$ cat config.mk
export PLATFORM = sky130hd
export DESIGN_NAME = accum_dump
export DESIGN_NICKNAME = d
export VERILOG_FILES = /design/src/rtl/accum_dump.sv
export SDC_FILE = /design/constraint.sdc
export NUM_CORES = 1
export LEC_CHECK = 0
export ABC_AREA = 1
export CORE_MARGIN = 3
export CORE_UTILIZATION = 39
export DETAILED_ROUTE_END_ITERATION = 16
export PLACE_DENSITY_LB_ADDON = 0.08
export RECOVER_POWER = 50
export SYNTH_ARGS = -nofsm -noshare
export SYNTH_HDL_FRONTEND = slang
export SYNTH_SLANG_ARGS = --single-unit
$ cat constraint.sdc
create_clock -name clk -period 4.7 [get_ports clk]
set_clock_uncertainty 0.2 [all_clocks]
set_input_delay 0.94 -clock clk [delete_from_list [all_inputs] [get_ports clk]]
set_output_delay 0.94 -clock clk [all_outputs]
set_load 0.03 [all_outputs]
$ cat src/rtl/accum_dump.sv
// accum_dump: sweeps every entry of the word-count accumulator array through its
// 1-cycle-latency read port and streams (index, value) beats on a valid/ready
// interface with full back-pressure.
//
// Build option: define ACCUM_DUMP_SKIP_ZERO_EN to drop entries whose count is zero
// (the final index is always emitted so every dump still ends with out_last).
module accum_dump #(
    parameter int unsigned ADDR_WIDTH = 14
) (
    input  logic                  clk,
    input  logic                  reset,
    input  logic                  dump_kick,
    output logic                  dump_busy,
    output logic [31:0]           ram_addr,
    input  logic [63:0]           ram_q,
    output logic                  out_valid,
    input  logic                  out_ready,
    output logic [ADDR_WIDTH-1:0] out_index,
    output logic [63:0]           out_data,
    output logic                  out_last
);

    localparam logic [ADDR_WIDTH-1:0] LastIdx = '1;

    typedef enum logic [1:0] {StIdle, StScan, StDrain} state_e;

    state_e                state_q;
    // MSB set means every index has been issued; the counter never wraps to 0.
    logic [ADDR_WIDTH:0]   rd_idx_q;
    logic                  rd_pend_q;
    logic [ADDR_WIDTH-1:0] pend_idx_q;
    logic                  busy_q;

    logic [ADDR_WIDTH-1:0] fifo_idx_q [2];
    logic [63:0]           fifo_data_q [2];
    logic [1:0]            fifo_last_q;
    logic                  wr_ptr_q;
    logic                  rd_ptr_q;
    logic [1:0]            count_q;

    logic                  pop;
    logic                  push;
    logic                  keep;
    logic                  pend_last;
    logic                  credit;
    logic                  issue;
    logic                  last_xfer;
    logic [2:0]            committed;

    // Credit, issue and push/pop decisions for this cycle.
    always_comb begin
        pop       = out_valid & out_ready;
        last_xfer = pop & out_last;
        pend_last = (pend_idx_q == LastIdx);
        // Slots already spoken for after this cycle's pop: buffered plus in flight.
        committed = {1'b0, count_q - {1'b0, pop}} + {2'b00, rd_pend_q};
        credit    = (committed < 3'd2);
        issue     = (state_q == StScan) && !rd_idx_q[ADDR_WIDTH] && credit;
`ifdef ACCUM_DUMP_SKIP_ZERO_EN
        keep      = (ram_q[31:0] != 32'd0) || pend_last;
`else
        keep      = 1'b1;
`endif
        push      = rd_pend_q & keep;
    end

    // Dump sequencer: state, issue counter, in-flight read tracking and busy flag.
    always_ff @(posedge clk) begin
        if (reset) begin
            state_q    <= StIdle;
            rd_idx_q   <= '0;
            rd_pend_q  <= 1'b0;
            pend_idx_q <= '0;
            busy_q     <= 1'b0;
        end else begin
            rd_pend_q <= issue;
            if (issue) begin
                pend_idx_q <= rd_idx_q[ADDR_WIDTH-1:0];
                rd_idx_q   <= rd_idx_q + 1'b1;
            end
            case (state_q)
                StIdle: begin
                    if (dump_kick) begin
                        state_q  <= StScan;
                        rd_idx_q <= '0;
                        busy_q   <= 1'b1;
                    end
                end
                StScan: begin
                    if (issue && (rd_idx_q[ADDR_WIDTH-1:0] == LastIdx)) begin
                        state_q <= StDrain;
                    end
                end
                StDrain: begin
                    if (last_xfer) begin
                        state_q  <= StIdle;
                        rd_idx_q <= '0;
                        busy_q   <= 1'b0;
                    end
                end
                default: state_q <= StIdle;
            endcase
        end
    end

    // Two-entry output FIFO; the credit rule guarantees a returning read has a slot.
    always_ff @(posedge clk) begin
        if (reset) begin
            for (int i = 0; i < 2; i++) begin
                fifo_idx_q[i]  <= '0;
                fifo_data_q[i] <= '0;
            end
            fifo_last_q <= '0;
            wr_ptr_q    <= 1'b0;
            rd_ptr_q    <= 1'b0;
            count_q     <= '0;
        end else begin
            if (push) begin
                fifo_idx_q[wr_ptr_q]  <= pend_idx_q;
                fifo_data_q[wr_ptr_q] <= ram_q;
                fifo_last_q[wr_ptr_q] <= pend_last;
                wr_ptr_q              <= ~wr_ptr_q;
            end
            if (pop) begin
                rd_ptr_q <= ~rd_ptr_q;
            end
            count_q <= count_q + {1'b0, push} - {1'b0, pop};
        end
    end

    // Output drive: FIFO head and read address (zero whenever idle).
    always_comb begin
        dump_busy = busy_q;
        ram_addr  = busy_q ? 32'(rd_idx_q[ADDR_WIDTH-1:0]) : 32'd0;
        out_valid = (count_q != 2'd0);
        out_index = fifo_idx_q[rd_ptr_q];
        out_data  = fifo_data_q[rd_ptr_q];
        out_last  = fifo_last_q[rd_ptr_q];
    end

endmodule

==> metrics.yaml <==
max_slew.worst_pin.slew_ps: 1840
via_count: 5626
slew_viol_final: 195
grt_use_total: 0.154
power_per_cell_area_nw_per_um2: 428
hold_buffers: 0
place.detailed.instances: 1184
worst_ep_arrival_time_ps: 3560
synth_area_leader_cell: "edfxtp_1"
synth_area_um2: 8530
wl_um: 18100
synth_compound_area_frac: 0.0244
final_net_count: 998
setup_repair_after_global_routing_missed_its_margin: "no"
finalCriticalPeriod_ps: 3650
cts_htree_levels: 4
failed_checks: "max-capacitance violations, max-slew violations"
yosys_register_bits: 196
setup_total_negative_slack_ps: 0
finalWeightedCongestion: 0.750
via_count_of_the_first_global_routing_pass: 5689
design.portCount: 181
synth-async-reset-ratio: 0
critPathKind: "in -> reg"
design.die.area_um2: 23700
hold_depth: 2
cts_root_buffer: "clkbuf_16"
final_layout_size_suffix_gt1_frac: 0.133
synthTopCellsByArea: "edfxtp_1 (55%), mux2_2 (10%), dfxtp_1 (9.4%)"
floorplan.initialDensity: 0.401
cp_data_required_time_ps: 4610
cts_clk_pin_slew_worst_paths_ps: 70
synth-edff-count: 156
path_max_fanout: 33
report.final.setup_viol: 0
core_um2: 21300
cts_setup_buffers: 0
r2r.worst_path.cells: 3
max-slew-margin-rel: -0.224
min_from: "rd_idx_q[14]"
cp_cell_sequence: "dlygate4sd3_1 > inv_1 > nand3_4 > nand2_1 > buf_4"
critical-path-top-delay-family: "buffers and inverters"
average_cell_area_after_synthesis_um2: 11.0
final_antenna_net_count: 0
synth_flop_cell: "edfxtp_1"
synth.yosys.seq_area_share: 0.643
timing.rr.end: "fifo_data_q[0][2]"
drt-pass1-iter-count: 4
numPortBuffers: 162
max-clock-path-buffers: 2
count_of_filler_cells_inserted_in_the_layout: 1934
type_of_the_most_critical_hold_path: "reg -> reg"
clk_latency_ps: 420
cts.sink_count: 196
status: "finished with violations"
post-route-drc-count: 0
r2r-start: "push"
synth_top_family_by_area: "simple AND/OR/NAND/NOR gates"
critical_path.startpoint_type: "input pin"
synth.area.mux_share: 0.103
synth_xor_xnor_area_share: 0.00411
post_layout_nonfiller_instances: 1216
post-route-period-util: 0.777
longest_individual_stage_delay_on_the_worst_path_ps: 1170
power_leakage_nw: 4.42
diodes: 0
grt_antenna_before_repair: 0
grt_remaining_overflow: 0
yosys.cell_types.count: 30
avgViaCountPerCell: 4.63
netlist_instances: 773
chipWidth_um: 154
worst_setup_path_end_kind: "flop"
synth_simple_gate_area_frac: 0.133
grt_first_pass_wirelength_um: 29100
report.final.hold_viol_count: 0
core.rowCount: 53
dp_hpwl_um: 11800
synth_largest_type_area_fraction: 0.549
min_delay_worst_endpoint: "rd_idx_q[14]"
synth-warning-count: 0
ranking_of_synthesized_cells_by_instance_count: "nor2_1 (180), edfxtp_1 (156), inv_1 (119)"
post_drt_wl_per_cell_um: 14.9
worst-r2r-setup-slack_ps: 1950
tritoncts.num_buffers: 17
worst_vdd_rail_ir_drop_v: 0.000261
yosys.cell_count.top_type: "nor2_1"
maximum_number_of_pins_on_one_net_before_global_route_repair: 81
first_iter_violations: 280
tritoncts: "done"
die_h_um: 154
area_growth_syn_to_layout_pct: 27.7
postCtsResizedCells: 0
timing.fmax_mhz: 274
slowest_stage: "nand2_1"
maxCapViolations: 3
timing.critical_path.buf_inv: 3
synthAdderAreaFrac: 0.00293
per-stage QoR:
stage                util  setup WS, ps  area [µm²]  hold slack, ps  power [W]
CTS                 0.514          1030       10900             265    0.00474
floorplan               -           916        8590             233    0.00293
detailed placement  0.489          1350       10400             255    0.00342
finish              0.512          1050       10900             263    0.00466
global placement    0.489          1430       10400             244    0.00341
global route        0.512           796       10900             284    0.00488
state kept, by name, summed over array words and instances, names as in the netlist, named ones only:
| name | count |
|---|---|
| count_q | 2 |
| dump_busy | 1 |
| fifo_data_q | 128 |
| fifo_idx_q | 28 |
| fifo_last_q | 2 |
| pend_idx_q | 14 |
| push | 1 |
| rd_idx_q | 15 |
| rd_ptr_q | 1 |
| state_q | 2 |
| wr_ptr_q | 1 |
cell type report:
class	count	area (µm²)	area share
multi-input combinational	420	2350	0.216
tap	275	344	0.0316
clock inverter	15	109	0.0100
timing repair buffer	169	1700	0.156
sequential	196	5490	0.504
clock buffer	17	425	0.0391
inverter	124	465	0.0427
layer usage:
metal  wire length [µm]  part of all wire  up-vias  GRT usage
li1                   -                 -     2788          -
met4                206             0.011        0     0.0433
met1               7790              0.43     2697      0.195
met3                854             0.047       17     0.0324
met5                  0                 0        -          0
met2               9270              0.51      124      0.268
tightest hold or removal path, cell delays in order (launching register included):
cell,delay (ps)
dfxtp_1,300
inv_1,60
a21oi_1,60
worst max path at each step:
| stage | from | endpoint | cells past startpoint |
|---|---|---|---|
| 6_report | reset | fifo_data_q[0][2] | 5 |
| 5_1_grt | reset | fifo_data_q[0][63] | 5 |
| 4_1_cts | flop | out_index[4] | 3 |
| 3_5_place_dp | reset | fifo_data_q[0][12] | 5 |
| 3_3_place_gp | reset | fifo_data_q[0][40] | 5 |
| 2_1_floorplan | reset | fifo_data_q[0][0] | 4 |
cell families (layout without fill, tap and decap cells):
group | Yosys count | after routing
AOI/OAI and AO/OA | 40 | 40
adders and majority gates | 2 | 2
muxes | 78 | 78
other | 1 | 18
DFF | 196 | 196
buffers and inverters | 174 | 325
and+or+nand+nor | 278 | 278
xor gates and xnor gates | 4 | 4
report_power, final:
| part | switching [W] | internal, W |
|---|---|---|
| clock network | 0.000628 | 0.000679 |
| logic | 0.000719 | 0.000559 |
| registers | 0.0000895 | 0.00199 |
| total | 0.00144 | 0.00323 |
layout by cell type (no fill, tap or decap), drive strengths merged, types with 3 or more instances in the layout:
cell type      count
nor2             182
clkdlybuf4s50    158
edfxtp           156
inv              127
mux2              78
nand2             62
dfxtp             40
a21oi             21
clkbuf            20
nand3             20
o21ai             18
conb              18
nor3               9
clkinv             8
clkinvlp           4
dlygate4sd3        4
buf                4
xor2               3
No activity file was read; power rests on OpenSTA's default activity.
